File: src/rtl/mcp_pkg.sv
// Shared types and frame constants for the MCP3008 SPI scanner.
package mcp_pkg;

  typedef enum logic [2:0] {
    S_IDLE,
    S_SETUP,
    S_SHIFT,
    S_HOLD,
    S_GAP,
    S_DONE
  } mcp_state_e;

  localparam int unsigned MCP_FRAME_EDGES       = 17;
  localparam int unsigned MCP_FIRST_DATA_EDGE   = 8;
  localparam int unsigned MCP_CMD_BITS          = 5;
  localparam int unsigned MCP_FRAME_HALFPERIODS = 38;

  // Command bit k as seen on DIN: start, SGL, D2, D1, D0, then zeros.
  function automatic logic mcp_cmd_bit(input logic [2:0] ch, input logic [4:0] k);
    logic b;
    case (k)
      5'd0, 5'd1: b = 1'b1;
      5'd2:       b = ch[2];
      5'd3:       b = ch[1];
      5'd4:       b = ch[0];
      default:    b = 1'b0;
    endcase
    return b;
  endfunction

endpackage

File: src/rtl/mcp_spi_frame.sv
// One MCP3008 single-ended conversion frame (SETUP, 17 SCLK periods, HOLD, GAP).
module mcp_spi_frame
  import mcp_pkg::*;
#(
  parameter int unsigned CLK_DIV = 25
) (
  input  logic       clk,
  input  logic       rst_n,
  input  logic       i_start,
  input  logic [2:0] i_ch,
  input  logic       i_miso,
  output logic       o_cs_n,
  output logic       o_sclk,
  output logic       o_mosi,
  output logic       o_raw_valid,
  output logic [9:0] o_raw,
  output logic       o_end_c
);

  localparam int unsigned DW = 8;
  localparam int unsigned EW = 5;
  // Half-periods left for the CS-high gap after SETUP, 17 SCLK periods and HOLD.
  localparam int unsigned GAP_HALVES = MCP_FRAME_HALFPERIODS - 2 * MCP_FRAME_EDGES - 2;

  mcp_state_e    r_state;
  logic [DW-1:0] r_div;
  logic [EW-1:0] r_edge;
  logic [9:0]    r_shift;
  logic          w_tick;
  logic [EW-1:0] w_edge_nxt;

  assign w_tick     = (r_div == DW'(CLK_DIV - 1));
  assign w_edge_nxt = r_edge + EW'(1);
  assign o_end_c    = (r_state == S_GAP) && w_tick && (r_edge == EW'(GAP_HALVES - 1));

  always_ff @(posedge clk or negedge rst_n) begin
    if (!rst_n) begin
      r_state     <= S_IDLE;
      r_div       <= '0;
      r_edge      <= '0;
      r_shift     <= '0;
      o_cs_n      <= 1'b1;
      o_sclk      <= 1'b0;
      o_mosi      <= 1'b0;
      o_raw       <= '0;
      o_raw_valid <= 1'b0;
    end else begin
      o_raw_valid <= 1'b0;
      if (r_state == S_IDLE || w_tick) r_div <= '0;
      else                             r_div <= r_div + DW'(1);

      case (r_state)
        S_IDLE: begin
          if (i_start) begin
            r_state <= S_SETUP;
            r_edge  <= '0;
            o_cs_n  <= 1'b0;
            o_mosi  <= mcp_cmd_bit(i_ch, 5'd0);
          end
        end
        S_SETUP: begin
          if (w_tick) r_state <= S_SHIFT;
        end
        S_SHIFT: begin
          if (w_tick) begin
            if (!o_sclk) begin
              o_sclk <= 1'b1;
              r_edge <= w_edge_nxt;
              if (w_edge_nxt >= EW'(MCP_FIRST_DATA_EDGE)) r_shift <= {r_shift[8:0], i_miso};
            end else begin
              // Falling edge after rise r_edge presents command bit r_edge.
              o_sclk <= 1'b0;
              o_mosi <= mcp_cmd_bit(i_ch, r_edge);
              if (r_edge == EW'(MCP_FRAME_EDGES)) begin
                r_state     <= S_HOLD;
                o_raw       <= r_shift;
                o_raw_valid <= 1'b1;
              end
            end
          end
        end
        S_HOLD: begin
          if (w_tick) begin
            r_state <= S_GAP;
            r_edge  <= '0;
            o_cs_n  <= 1'b1;
          end
        end
        S_GAP: begin
          if (w_tick) begin
            if (r_edge == EW'(GAP_HALVES - 1)) begin
              if (i_start) begin
                r_state <= S_SETUP;
                r_edge  <= '0;
                o_cs_n  <= 1'b0;
                o_mosi  <= mcp_cmd_bit(i_ch, 5'd0);
              end else begin
                r_state <= S_IDLE;
              end
            end else begin
              r_edge <= w_edge_nxt;
            end
          end
        end
        default: r_state <= S_IDLE;
      endcase
    end
  end

endmodule

File: src/rtl/mcp3008_scanner.sv
// Scans MCP3008 channels 0..NUM_CH-1 and publishes all 8-bit results as one snapshot.
module mcp3008_scanner
  import mcp_pkg::*;
#(
  parameter int unsigned CLK_DIV = 25,
  parameter int unsigned NUM_CH  = 4
) (
  input  logic                clk,
  input  logic                rst_n,
  input  logic                ena,
  input  logic                start,
  input  logic                spi_miso,
  output logic                spi_mosi,
  output logic                spi_sclk,
  output logic                spi_cs_n,
  output logic                busy,
  output logic                sample_valid,
  output logic [NUM_CH*8-1:0] ch_data,
  output logic [9:0]          last_raw
);

  localparam int unsigned CW = 3;

  // S_SETUP here means "frame sequence in flight"; the frame engine owns the sub-phases.
  mcp_state_e    r_state;
  logic [CW-1:0] r_ch;
  logic [7:0]    r_shadow [NUM_CH];
  logic          w_accept;
  logic          w_step;
  logic          w_last_ch;
  logic          w_frame_end;
  logic          w_raw_valid;

  assign w_last_ch = (r_ch == CW'(NUM_CH - 1));
  assign w_accept  = (r_state == S_IDLE) && ena && start;
  assign w_step    = (r_state == S_SETUP) && w_frame_end && !w_last_ch;

  mcp_spi_frame #(
    .CLK_DIV (CLK_DIV)
  ) u_frame (
    .clk         (clk),
    .rst_n       (rst_n),
    .i_start     (w_accept || w_step),
    .i_ch        (r_ch),
    .i_miso      (spi_miso),
    .o_cs_n      (spi_cs_n),
    .o_sclk      (spi_sclk),
    .o_mosi      (spi_mosi),
    .o_raw_valid (w_raw_valid),
    .o_raw       (last_raw),
    .o_end_c     (w_frame_end)
  );

  always_ff @(posedge clk or negedge rst_n) begin
    if (!rst_n) begin
      r_state      <= S_IDLE;
      r_ch         <= '0;
      busy         <= 1'b0;
      sample_valid <= 1'b0;
      ch_data      <= '0;
      for (int unsigned i = 0; i < NUM_CH; i++) r_shadow[i] <= '0;
    end else begin
      sample_valid <= 1'b0;
      if (w_raw_valid) begin
        for (int unsigned i = 0; i < NUM_CH; i++)
          if (r_ch == CW'(i)) r_shadow[i] <= last_raw[9:2];
      end

      case (r_state)
        S_IDLE: begin
          if (w_accept) begin
            r_state <= S_SETUP;
            r_ch    <= '0;
            busy    <= 1'b1;
          end
        end
        S_SETUP: begin
          if (w_frame_end) begin
            if (w_last_ch) r_state <= S_DONE;
            else           r_ch    <= r_ch + CW'(1);
          end
        end
        S_DONE: begin
          for (int unsigned i = 0; i < NUM_CH; i++) ch_data[8*i +: 8] <= r_shadow[i];
          sample_valid <= 1'b1;
          busy         <= 1'b0;
          r_state      <= S_IDLE;
        end
        default: r_state <= S_IDLE;
      endcase
    end
  end

endmodule

File: config.mk
export PLATFORM = sky130hd
export DESIGN_NAME = mcp3008_scanner
export DESIGN_NICKNAME = d
export VERILOG_FILES = /design/src/rtl/mcp_pkg.sv /design/src/rtl/mcp_spi_frame.sv /design/src/rtl/mcp3008_scanner.sv
export SDC_FILE = /design/constraint.sdc
export NUM_CORES = 1
export LEC_CHECK = 0
export ABC_CLOCK_PERIOD_IN_PS = 2200
export CORE_MARGIN = 1.5
export CORE_UTILIZATION = 40
export CTS_BUF_LIST = sky130_fd_sc_hd__clkbuf_2 sky130_fd_sc_hd__clkbuf_4 sky130_fd_sc_hd__clkbuf_8
export CTS_CLUSTER_SIZE = 16
export DETAILED_ROUTE_END_ITERATION = 12
export DONT_BUFFER_PORTS = 1
export PLACE_DENSITY = 0.63
export SYNTH_ARGS = -nofsm -noshare
export SYNTH_HDL_FRONTEND = slang
export SYNTH_SLANG_ARGS = --single-unit
File: constraint.sdc
create_clock -name clk -period 2.2 [get_ports clk]
set_input_delay 0.11 -clock clk [delete_from_list [all_inputs] [get_ports clk]]
set_output_delay 0.11 -clock clk [all_outputs]
set_load 0.03 [all_outputs]
==> results.json, run 1 <==
{
  "status": "finished with violations",
  "violations": "design-rule violations, negative hold slack",
  "p_total_w": 0.00320,
  "cp.buffers_inverters": 1,
  "syn-num-nets": 364,
  "path_clk_slew_ns": 0.11,
  "portBuffers": 0,
  "clk_latency_ns": 0.37,
  "setup_tns_ns": 0,
  "final-seq-area_mm2": 0.00278,
  "ys_warn_count": 0,
  "grt_max_degree": 112,
  "cts_buffer_depth": 2,
  "crit_chain": "inv_1 > ha_2 > nand4b_4 > or4_4 > o41a_1 > o32ai_2 > a21boi_2",
  "stdcell_area_mm2": 0.00523,
  "antenna_found_initial": 0,
  "rows": 39,
  "crit_family": "compound AO/OA/AOI/OAI gates",
  "synth_enable_flop_cells": 0,
  "cts_max_level": 3,
  "worstPathArrival_ns": 2.33,
  "drtIter0Drc": 188,
  "die_w_um": 112,
  "swShare_pct": 22.4,
  "numClockSinks": 111,
  "combPwrFrac_pct": 0.7,
  "num_antenna_cells": 0,
  "finalClockSkew_ns": 0.0151,
  "multi_input_area_mm2": 0.00189,
  "async_flop_share_pct": 100,
  "syn_area_mm2": 0.00476,
  "hold_viol_final": 111,
  "ys_seq_area_share_pct": 58.4,
  "slowest_delay_ns": 0.45,
  "num_vias": 2748,
  "worstPathRequired_ns": 2.50,
  "hold_path.class": "in2async",
  "track_usage_pct": 15.0,
  "fillers": 1044,
  "seq_power_share_pct": 64.0,
  "core_area_mm2": 0.0115,
  "vias_per_cell": 5.31,
  "fin_crit_sh_pct": 92.4,
  "p_clk_share_pct": 35.4,
  "finalWirelength_um": 8860,
  "area_delta_synth_final_pct": 9.88,
  "fmax_mhz": 492,
  "cts_tree": "done",
  "grt_pass1_vias": 2879,
  "cts_hold_buf": 3,
  "die-area_mm2": 0.0126,
  "leakagePower_nw": 2.59,
  "critPathLaunch": "u_frame.r_div[1]$_DFF_PN0_",
  "power_density_mw_per_mm2": 612,
  "ios": 52,
  "ys.flop_type": "dfrtp_1",
  "switching_power_w": 0.000717,
  "rsz0062_at_grt": "false",
  "final-setup-viol-count": 0,
  "synth_seq_cells": 111,
  "crit_path_max_fanout": 4,
  "fp.dieH_um": 112,
  "place_area_mm2": 0.00500,
  "max_cap_viol_count": 0,
  "cp_slowest_cell": "or4_4",
  "routabilityCongestion": 0.844,
  "finalCriticalPeriod_ns": 2.03,
  "yosys.area.top_type": "dfrtp_1",
  "slew_headroom_pct": 65.9,
  "crit_path_end_kind": "register",
  "nets": 386,
  "start_util_pct": 41.3,
  "internal_power_w": 0.00248,
  "r2r-start": "u_frame.r_div[1]$_DFF_PN0_",
  "final_layout_size_suffix_gt1_share_pct": 35.7,
  "numCtsBuffers": 9,
  "hold_ws_ns": -0.581,
  "first_pass_iters": 8,
  "cp-start-kind": "register",
  "path_class": "reg2reg",
  "grt_first_pass_wirelength_um": 14900,
  "dp_hpwl_um": 6010,
  "grt_overflow": 0,
  "avgSynthCellArea_um2": 13.7,
  "synthCells": 348,
  "ir_drop_uv": 284,
  "synth.top_cell.area_share_pct": 57.8,
  "maxSlewViolCount": 0,
  "dp.cells": 498,
  "root_buffer": "clkbuf_8",
  "synth_area_leaders": "dfrtp_1 58%, mux2_2 20%, ha_1 2.9%, nand2_1 1.5%, nor2_1 1.5%",
  "instances_no_fill": 518,
  "postRouteAntennaNets": 0,
  "drcViolationCount": 12,
  "max_slew.worst_pin.slew_ns": 0.507,
  "wl_per_cell_um": 17.1,
  "ys_types": 54
}
==> cell usage after synthesis, drive strengths merged (2+ instances only) <==
cell    instances
nor4b           2
buf             7
nor2b           2
o31ai           2
nand3           9
nor3            4
nor4            2
o41ai           2
nand2b          2
xnor2           3
nor2           19
xor2            5
and3            2
a31oi           2
mux2i           2
a21oi           7
ha             11
nand4           2
or3b            2
clkbuf          3
or3             2
nand2          19
mux2           85
inv            11
o21ai           9
dfrtp         110
nand3b          2
==> logic make-up (layout without fill, tap and decap cells) <==
logic type	after synthesis	in the layout	synth area share (%)
and+or+nand+nor	76	76	9.36
muxes	87	87	20.5
DFF	111	111	58.4
adders and majority gates	11	11	2.89
AOI/OAI and AO/OA	34	34	5.07
buffers and inverters	21	48	2.31
xor gates and xnor gates	8	8	1.47
==> per-layer routing <==
metal  part of all wire [%]  GRT usage [%]  vias up
li1                       -              -     1285
met1                     46           19.6     1415
met2                     48           24.5       39
met3                    4.3           3.29        9
met4                    1.6           6.08        0
met5                      0              0        -
==> layout by cell type (no fill, tap or decap), types with 4 or more instances in the layout <==
master	instances
dfrtp_1	110
mux2_2	85
nand2_1	19
nor2_1	19
buf_4	18
inv_1	11
ha_1	10
nand3_1	9
clkbuf_8	9
o21ai_0	8
a21oi_1	7
xor2_1	5
nor3_1	4
==> cell type report <==
class,instances,share of cell area (%)
Inverter,11,0.789
Clock buffer,9,2.37
Multi-Input combinational cell,216,36.1
Clock inverter,7,1.05
Sequential cell,111,53.1
Timing Repair Buffer,21,3.16
Tap cell,143,3.42
==> path summary, 6_finish.rpt <==
kind | endpoint | slack, ns | cells after the start
setup / recovery | u_frame.r_state[0]$_DFFE_PN0P_ | 0.17 | 7
hold / removal | u_frame.o_raw[6]$_DFFE_PN0P_ | -0.58 | 0
setup reg to reg | u_frame.r_state[0]$_DFFE_PN0P_ | 0.17 | 7
hold reg to reg | r_shadow[7]$_DFFE_PN0P_ | 0.51 | 1
max in group asynchronous | u_frame.o_cs_n$_DFFE_PN1P_ | 2.56 | 0
min in group clk | busy$_DFFE_PN0P_ | 0.09 | 3
==> repair_timing <==
action / 4_1_cts / 5_1_grt
setup buffers: 0 / 1
endpoints found under the hold margin: 113 / 111
gates resized for setup: 0 / 2
setup endpoints to repair: 0 / 8
==> worst reg2reg max path: stages, from the launching register on <==
cell and delay, ns:
dfrtp_1 0.39, inv_1 0.06, ha_2 0.18, nand4b_4 0.10, or4_4 0.45, o41a_1 0.34
o32ai_2 0.26, a21boi_2 0.18
==> metrics by stage <==
stage          setup slack [ns]  utilization, %
6_report                  0.167            45.4
5_1_grt                  0.0352            45.4
4_1_cts                 0.00566            45.3
3_5_place_dp             0.0563            43.5
3_3_place_gp              0.117            43.5
2_1_floorplan            0.0247               -
==> power groups by stage <==
stage | sequential, W | clock (W) | combinational [W]
CTS | 0.00205 | 0.00118 | 0.0000211
global placement | 0.00209 | 0 | 0.0000158
floorplan | 0.00209 | 0 | 0.0000145
finish | 0.00205 | 0.00113 | 0.0000209
global route | 0.00205 | 0.00126 | 0.0000236
detailed placement | 0.00209 | 0 | 0.0000182
==> state kept, by name, indices dropped and copies added, names as in the netlist <==
name and count:
u_frame.o_raw 10, u_frame.r_state 3, u_frame.r_div 8, u_frame.o_raw_valid 1, ch_data 32, u_frame.o_mosi 1, r_state 2, u_frame.o_cs_n 1
sample_valid 1, r_ch 3, u_frame.r_shift 10, u_frame.r_edge 5, r_shadow 32, u_frame.o_sclk 1, busy 1
(Power assumes the default switching activity.)
==> run 2: changes to the inputs <==
--- a/config.mk
+++ b/config.mk
@@ -5,14 +5,14 @@
 export SDC_FILE = /design/constraint.sdc
 export NUM_CORES = 1
 export LEC_CHECK = 0
-export ABC_CLOCK_PERIOD_IN_PS = 2200
+export ABC_CLOCK_PERIOD_IN_PS = 2620
 export CORE_MARGIN = 1.5
 export CORE_UTILIZATION = 40
 export CTS_BUF_LIST = sky130_fd_sc_hd__clkbuf_2 sky130_fd_sc_hd__clkbuf_4 sky130_fd_sc_hd__clkbuf_8
 export CTS_CLUSTER_SIZE = 16
 export DETAILED_ROUTE_END_ITERATION = 12
 export DONT_BUFFER_PORTS = 1
-export PLACE_DENSITY = 0.63
+export PLACE_DENSITY = 0.61
 export SYNTH_ARGS = -nofsm -noshare
 export SYNTH_HDL_FRONTEND = slang
 export SYNTH_SLANG_ARGS = --single-unit
==> constraint.sdc (replaced) <==
create_clock -name clk -period 2.62 [get_ports clk]
set_input_delay 0.131 -clock clk [delete_from_list [all_inputs] [get_ports clk]]
set_output_delay 0.131 -clock clk [all_outputs]
set_load 0.03 [all_outputs]
==> run 2 against run 1 <==
  * The flow still finishes with violations (design-rule violations, negative hold slack)
  * Count of clock-buffer cells in the layout up 2
  * Via count shrank 3.6%
  * Power decreased by 14%
  * Global-route usage shrank 0.53 points
  * Wire length down 6.7%
  * Sequential share of layout area up 0.96 points
  * Cell count fell by 2.5%
  * Clock power decreased by 12%
  * First-iteration DRC count increased by 8.0%
  * Critical path type unchanged
  * Hold slack improved by 0.0092 ns
==> results.json, run 2 (synthesized netlist as in run 1, its figures left out) <==
{
  "core_area_mm2": 0.0115,
  "worstPathRequired_ns": 2.93,
  "root_buffer": "clkbuf_8",
  "path_clk_slew_ns": 0.11,
  "max_slew.worst_pin.slew_ns": 0.562,
  "cts_buffer_depth": 2,
  "first_pass_iters": 8,
  "cts_hold_buf": 3,
  "place_area_mm2": 0.00491,
  "hold_viol_final": 111,
  "ios": 52,
  "cp.buffers_inverters": 1,
  "die-area_mm2": 0.0126,
  "crit_family": "compound AO/OA/AOI/OAI gates",
  "nets": 373,
  "ir_drop_uv": 273,
  "grt_pass1_vias": 2669,
  "dp_hpwl_um": 5570,
  "finalClockSkew_ns": 0.0129,
  "cts_resized": 0,
  "num_vias": 2649,
  "rows": 39,
  "die_w_um": 112,
  "vias_per_cell": 5.25,
  "reg.largest.list": "ch_data x32, r_shadow x32",
  "final-setup-viol-count": 0,
  "numCtsBuffers": 9,
  "fin_crit_sh_pct": 84.9,
  "postCtsSetupBuffers": 0,
  "max_cap_viol_count": 0,
  "area_delta_synth_final_pct": 7.94,
  "num_antenna_cells": 0,
  "postRouteAntennaNets": 0,
  "leakagePower_nw": 2.52,
  "dp.cells": 486,
  "wl_per_cell_um": 16.4,
  "violations": "design-rule violations, negative hold slack",
  "setup_tns_ns": 0,
  "drtIter0Drc": 203,
  "antenna_found_initial": 0,
  "final-seq-area_mm2": 0.00278,
  "start_util_pct": 41.3,
  "slowest_delay_ns": 0.46,
  "grt_overflow": 0,
  "stdcell_area_mm2": 0.00514,
  "final_layout_size_suffix_gt1_share_pct": 32.9,
  "instances_no_fill": 505,
  "fp.dieH_um": 112,
  "finalWirelength_um": 8260,
  "rsz0062_at_grt": "false",
  "hold_path.class": "in2async",
  "worstPathArrival_ns": 2.53,
  "numClockSinks": 111,
  "cts_tree": "done",
  "multi_input_area_mm2": 0.00188,
  "power_density_mw_per_mm2": 533,
  "final_cell_mix": "110 x dfrtp_1, 85 x mux2_2, 19 x nand2_1, 19 x nor2_1",
  "track_usage_pct": 14.5,
  "drcViolationCount": 10,
  "crit_path_end_kind": "register",
  "fillers": 1051,
  "portBuffers": 0,
  "crit_chain": "inv_1 > ha_1 > nand4b_4 > or4_4 > o41a_1 > o32ai_1 > a21boi_2",
  "slew_headroom_pct": 62.2,
  "cts_max_level": 3,
  "crit_path_max_fanout": 5,
  "status": "finished with violations",
  "routabilityCongestion": 0.819,
  "cp_slowest_cell": "or4_4",
  "grt_first_pass_wirelength_um": 14300,
  "maxSlewViolCount": 0,
  "cp-start-kind": "register",
  "final_common_cell": "dfrtp_1",
  "path_class": "reg2reg",
  "clk_latency_ns": 0.38,
  "fmax_mhz": 450,
  "grt_max_degree": 112,
  "hold_ws_ns": -0.572,
  "finalCriticalPeriod_ns": 2.22
}
==> run 2: cell types whose count changed in the layout (fill, tap and decap cells not counted), sizes merged <==
| cell | delta |
|---|---|
| clkinv | -2 |
| buf | -13 |
| clkbuf | +2 |
==> run 2: where the power goes <==
| part | internal [W] | total [W] | leakage, nW | switching (W) |
|---|---|---|---|---|
| clock network | 0.000404 | 0.00100 | 0.101 | 0.000598 |
| registers | 0.00172 | 0.00172 | 1.50 | 0.00000365 |
| logic | 0.00000963 | 0.0000166 | 0.916 | 0.00000699 |
==> run 2: metrics by stage <==
step,setup WS (ns),hold slack (ns),power (W),utilization (%)
after floorplan,0.445,-0.165,0.00176,-
final,0.396,-0.572,0.00274,44.6
after CTS,0.390,-0.592,0.00278,44.6
after global routing,0.269,-0.604,0.00285,44.6
after global placement,0.483,-0.163,0.00177,42.7
after detailed placement,0.411,-0.163,0.00177,42.7
==> run 2: final timing paths <==
| path | endpoint | startpoint | slack, ns | depth (start not counted) |
|---|---|---|---|---|
| hold / removal | ch_data[26]$_DFFE_PN0P_ | rst_n | -0.57 | 0 |
| setup reg to reg | u_frame.r_state[0]$_DFFE_PN0P_ | u_frame.r_div[0]$_DFF_PN0_ | 0.40 | 7 |
| min in group clk | busy$_DFFE_PN0P_ | start | 0.09 | 2 |
| setup / recovery | u_frame.r_state[0]$_DFFE_PN0P_ | u_frame.r_div[0]$_DFF_PN0_ | 0.40 | 7 |
| hold reg to reg | u_frame.r_div[0]$_DFF_PN0_ | u_frame.r_div[0]$_DFF_PN0_ | 0.51 | 1 |
| max in group asynchronous | u_frame.o_cs_n$_DFFE_PN1P_ | rst_n | 2.95 | 0 |
==> run 2: per-layer routing <==
layer  GRT usage (%)  part of all wire (%)  up-vias
met5               0                     0        -
met1            20.8                    48     1342
met3            4.00                   4.7        9
met2            20.7                    45       43
met4            6.08                   1.7        0
li1                -                     -     1255
==> run 2: worst reg2reg max path, delay by kind of cell, from the launching register on <==
| kind | cells | cell delay (ns) |
|---|---|---|
| buf+inv | 1 | 0.07 |
| compound gates | 3 | 0.87 |
| fa+ha+maj | 1 | 0.18 |
| flops | 1 | 0.43 |
| simple gates | 2 | 0.60 |
==> run 2: final cells by class <==
class | instances | area share [%]
Clock buffer | 11 | 2.82
Clock inverter | 5 | 0.950
Inverter | 11 | 0.804
Multi-Input combinational cell | 216 | 36.5
Sequential cell | 111 | 54.1
Tap cell | 143 | 3.48
Timing Repair Buffer | 8 | 1.31
==> run 3: changes to the inputs <==
--- a/config.mk
+++ b/config.mk
@@ -5,7 +5,7 @@
 export SDC_FILE = /design/constraint.sdc
 export NUM_CORES = 1
 export LEC_CHECK = 0
-export ABC_CLOCK_PERIOD_IN_PS = 2620
+export ABC_CLOCK_PERIOD_IN_PS = 2100
 export CORE_MARGIN = 1.5
 export CORE_UTILIZATION = 40
 export CTS_BUF_LIST = sky130_fd_sc_hd__clkbuf_2 sky130_fd_sc_hd__clkbuf_4 sky130_fd_sc_hd__clkbuf_8
==> constraint.sdc (replaced) <==
create_clock -name clk -period 2.1 [get_ports clk]
set_input_delay 0.105 -clock clk [delete_from_list [all_inputs] [get_ports clk]]
set_output_delay 0.105 -clock clk [all_outputs]
set_load 0.03 [all_outputs]
==> run 3 against run 2 <==
  * The run ends with design-rule violations, negative hold slack, negative setup slack left
  * Die area did not move
  * First-iteration DRC count decreased by 25%
  * Utilization rose by 2.3 points
==> results.json, run 3 (synthesized netlist as in run 1, its figures left out) <==
{
  "final-setup-viol-count": 1,
  "track_usage_pct": 15.4,
  "numClockSinks": 111,
  "grt_max_degree": 112,
  "clk_latency_ns": 0.38,
  "leakagePower_nw": 2.67,
  "finalCriticalPeriod_ns": 2.12,
  "num_vias": 2792,
  "slowest_delay_ns": 0.41,
  "rows": 39,
  "cp_slowest_cell": "or4_4",
  "root_buffer": "clkbuf_8",
  "fp.dieH_um": 112,
  "postRouteAntennaNets": 0,
  "worstPathArrival_ns": 2.43,
  "instances_no_fill": 530,
  "final_cell_mix": "110 x dfrtp_1, 79 x mux2_2, 27 x buf_4",
  "nets": 398,
  "hold_viol_final": 111,
  "rsz0062_at_grt": "true",
  "final_layout_size_suffix_gt1_share_pct": 38.5,
  "ios": 52,
  "r2r-start": "u_frame.r_div[0]$_DFF_PN0_",
  "power_density_mw_per_mm2": 634,
  "area_delta_synth_final_pct": 13.6,
  "finalClockSkew_ns": 0.0145,
  "reg.largest.list": "ch_data x32, r_shadow x32",
  "drcViolationCount": 5,
  "max_slew.worst_pin.slew_ns": 0.518,
  "final_common_cell": "dfrtp_1",
  "num_antenna_cells": 0,
  "fmax_mhz": 472,
  "crit_path_max_fanout": 2,
  "antenna_found_initial": 0,
  "die_w_um": 112,
  "crit_chain": "inv_2 > ha_4 > nand4b_4 > buf_6 > or4_4 > o41a_1 > o32ai_2 > a21boi_2",
  "cts_tree": "done",
  "routabilityCongestion": 0.849,
  "worstPathRequired_ns": 2.41,
  "maxSlewViolCount": 0,
  "vias_per_cell": 5.27,
  "die-area_mm2": 0.0126,
  "critPathLaunch": "u_frame.r_div[0]$_DFF_PN0_",
  "wl_per_cell_um": 17.0,
  "violations": "design-rule violations, negative hold slack, negative setup slack",
  "grt_pass1_vias": 2932,
  "portBuffers": 0,
  "dp_worst_setup_slack_ns": -0.0488,
  "core_area_mm2": 0.0115,
  "first_pass_iters": 8,
  "grt_first_pass_wirelength_um": 15100,
  "dp_hpwl_um": 6100,
  "p_total_w": 0.00343,
  "reg2reg_slack_ns": -0.02,
  "start_util_pct": 41.3,
  "crit_path_end_kind": "register",
  "dp.cells": 505,
  "finalWirelength_um": 8990,
  "grt_overflow": 0,
  "finalWorstSetupSlack_ns": -0.0172,
  "cp-start-kind": "register",
  "path_clk_slew_ns": 0.11,
  "cts_hold_buf": 3,
  "status": "finished with violations",
  "cts_max_level": 3,
  "cts_buffer_depth": 2,
  "hold_ws_ns": -0.596,
  "numCtsBuffers": 9,
  "slew_headroom_pct": 65.2,
  "hold_path.class": "in2async",
  "fin_crit_sh_pct": 101,
  "drtIter0Drc": 152,
  "path_class": "reg2reg",
  "max_cap_viol_count": 0,
  "ir_drop_uv": 275
}
## run 3: metrics by stage
stage / cell area (µm²) / setup TNS, ns / hold slack (ns) / util, %
floorplan: 4770 / -0.0769 / -0.191 / -
global placement: 5060 / 0 / -0.188 / 43.9
CTS: 5310 / 0 / -0.613 / 46.1
global route: 5410 / -0.519 / -0.619 / 47.0
finish: 5410 / -0.0172 / -0.596 / 47.0
detailed placement: 5060 / -0.0488 / -0.189 / 43.9
## run 3: area by class of cell
| cell class | instances | area [µm²] |
|---|---|---|
| sequential | 111 | 2780 |
| fill | 1039 | 6110 |
| tap | 143 | 179 |
| timing repair buffer | 33 | 270 |
| clock buffer | 10 | 138 |
| multi-input combinational | 216 | 1940 |
| clock inverter | 6 | 61.3 |
| inverter | 11 | 41.3 |
## run 3: final timing paths
check / endpoint / depth (start not counted)
worst max-delay path: u_frame.r_state[0]$_DFFE_PN0P_ / 8
worst min-delay path: ch_data[2]$_DFFE_PN0P_ / 0
worst max register to register: u_frame.r_state[0]$_DFFE_PN0P_ / 8
worst min register to register: ch_data[1]$_DFFE_PN0P_ / 1
max in group asynchronous: u_frame.o_cs_n$_DFFE_PN1P_ / 0
min in group clk: busy$_DFFE_PN0P_ / 3
## run 3: timing repair
item / in CTS / in global routing
endpoints found under the hold margin: 113 / 111
pin swaps: 1 / 2
cloned: 0 / 1
setup endpoints to repair: 3 / 22
gates resized for setup: 1 / 20
buffers inserted: 2 / 3
## run 3: power by group
part	internal, W	switching (W)
combinational	0.0000121	0.00000919
clock	0.000493	0.000768
sequential	0.00214	0.00000482
## run 3: critical path: cells and delay by family, from the launching register on
kind                       cells  cell delay (ns)
AOI/OAI and AO/OA              3             0.79
adders and majority gates      1             0.14
buffers and inverters          2             0.21
DFF                            1             0.40
and+or+nand+nor                2             0.52
## run 3: routing by layer
layer / global-route usage [%] / vias up / wire, µm / part of all wire (%)
met5: 0 / - / 0 / 0
li1: - / 1299 / - / -
met1: 20.6 / 1439 / 4070 / 45
met3: 3.83 / 11 / 442 / 4.9
met4: 6.08 / 0 / 161 / 1.8
met2: 24.4 / 43 / 4310 / 48
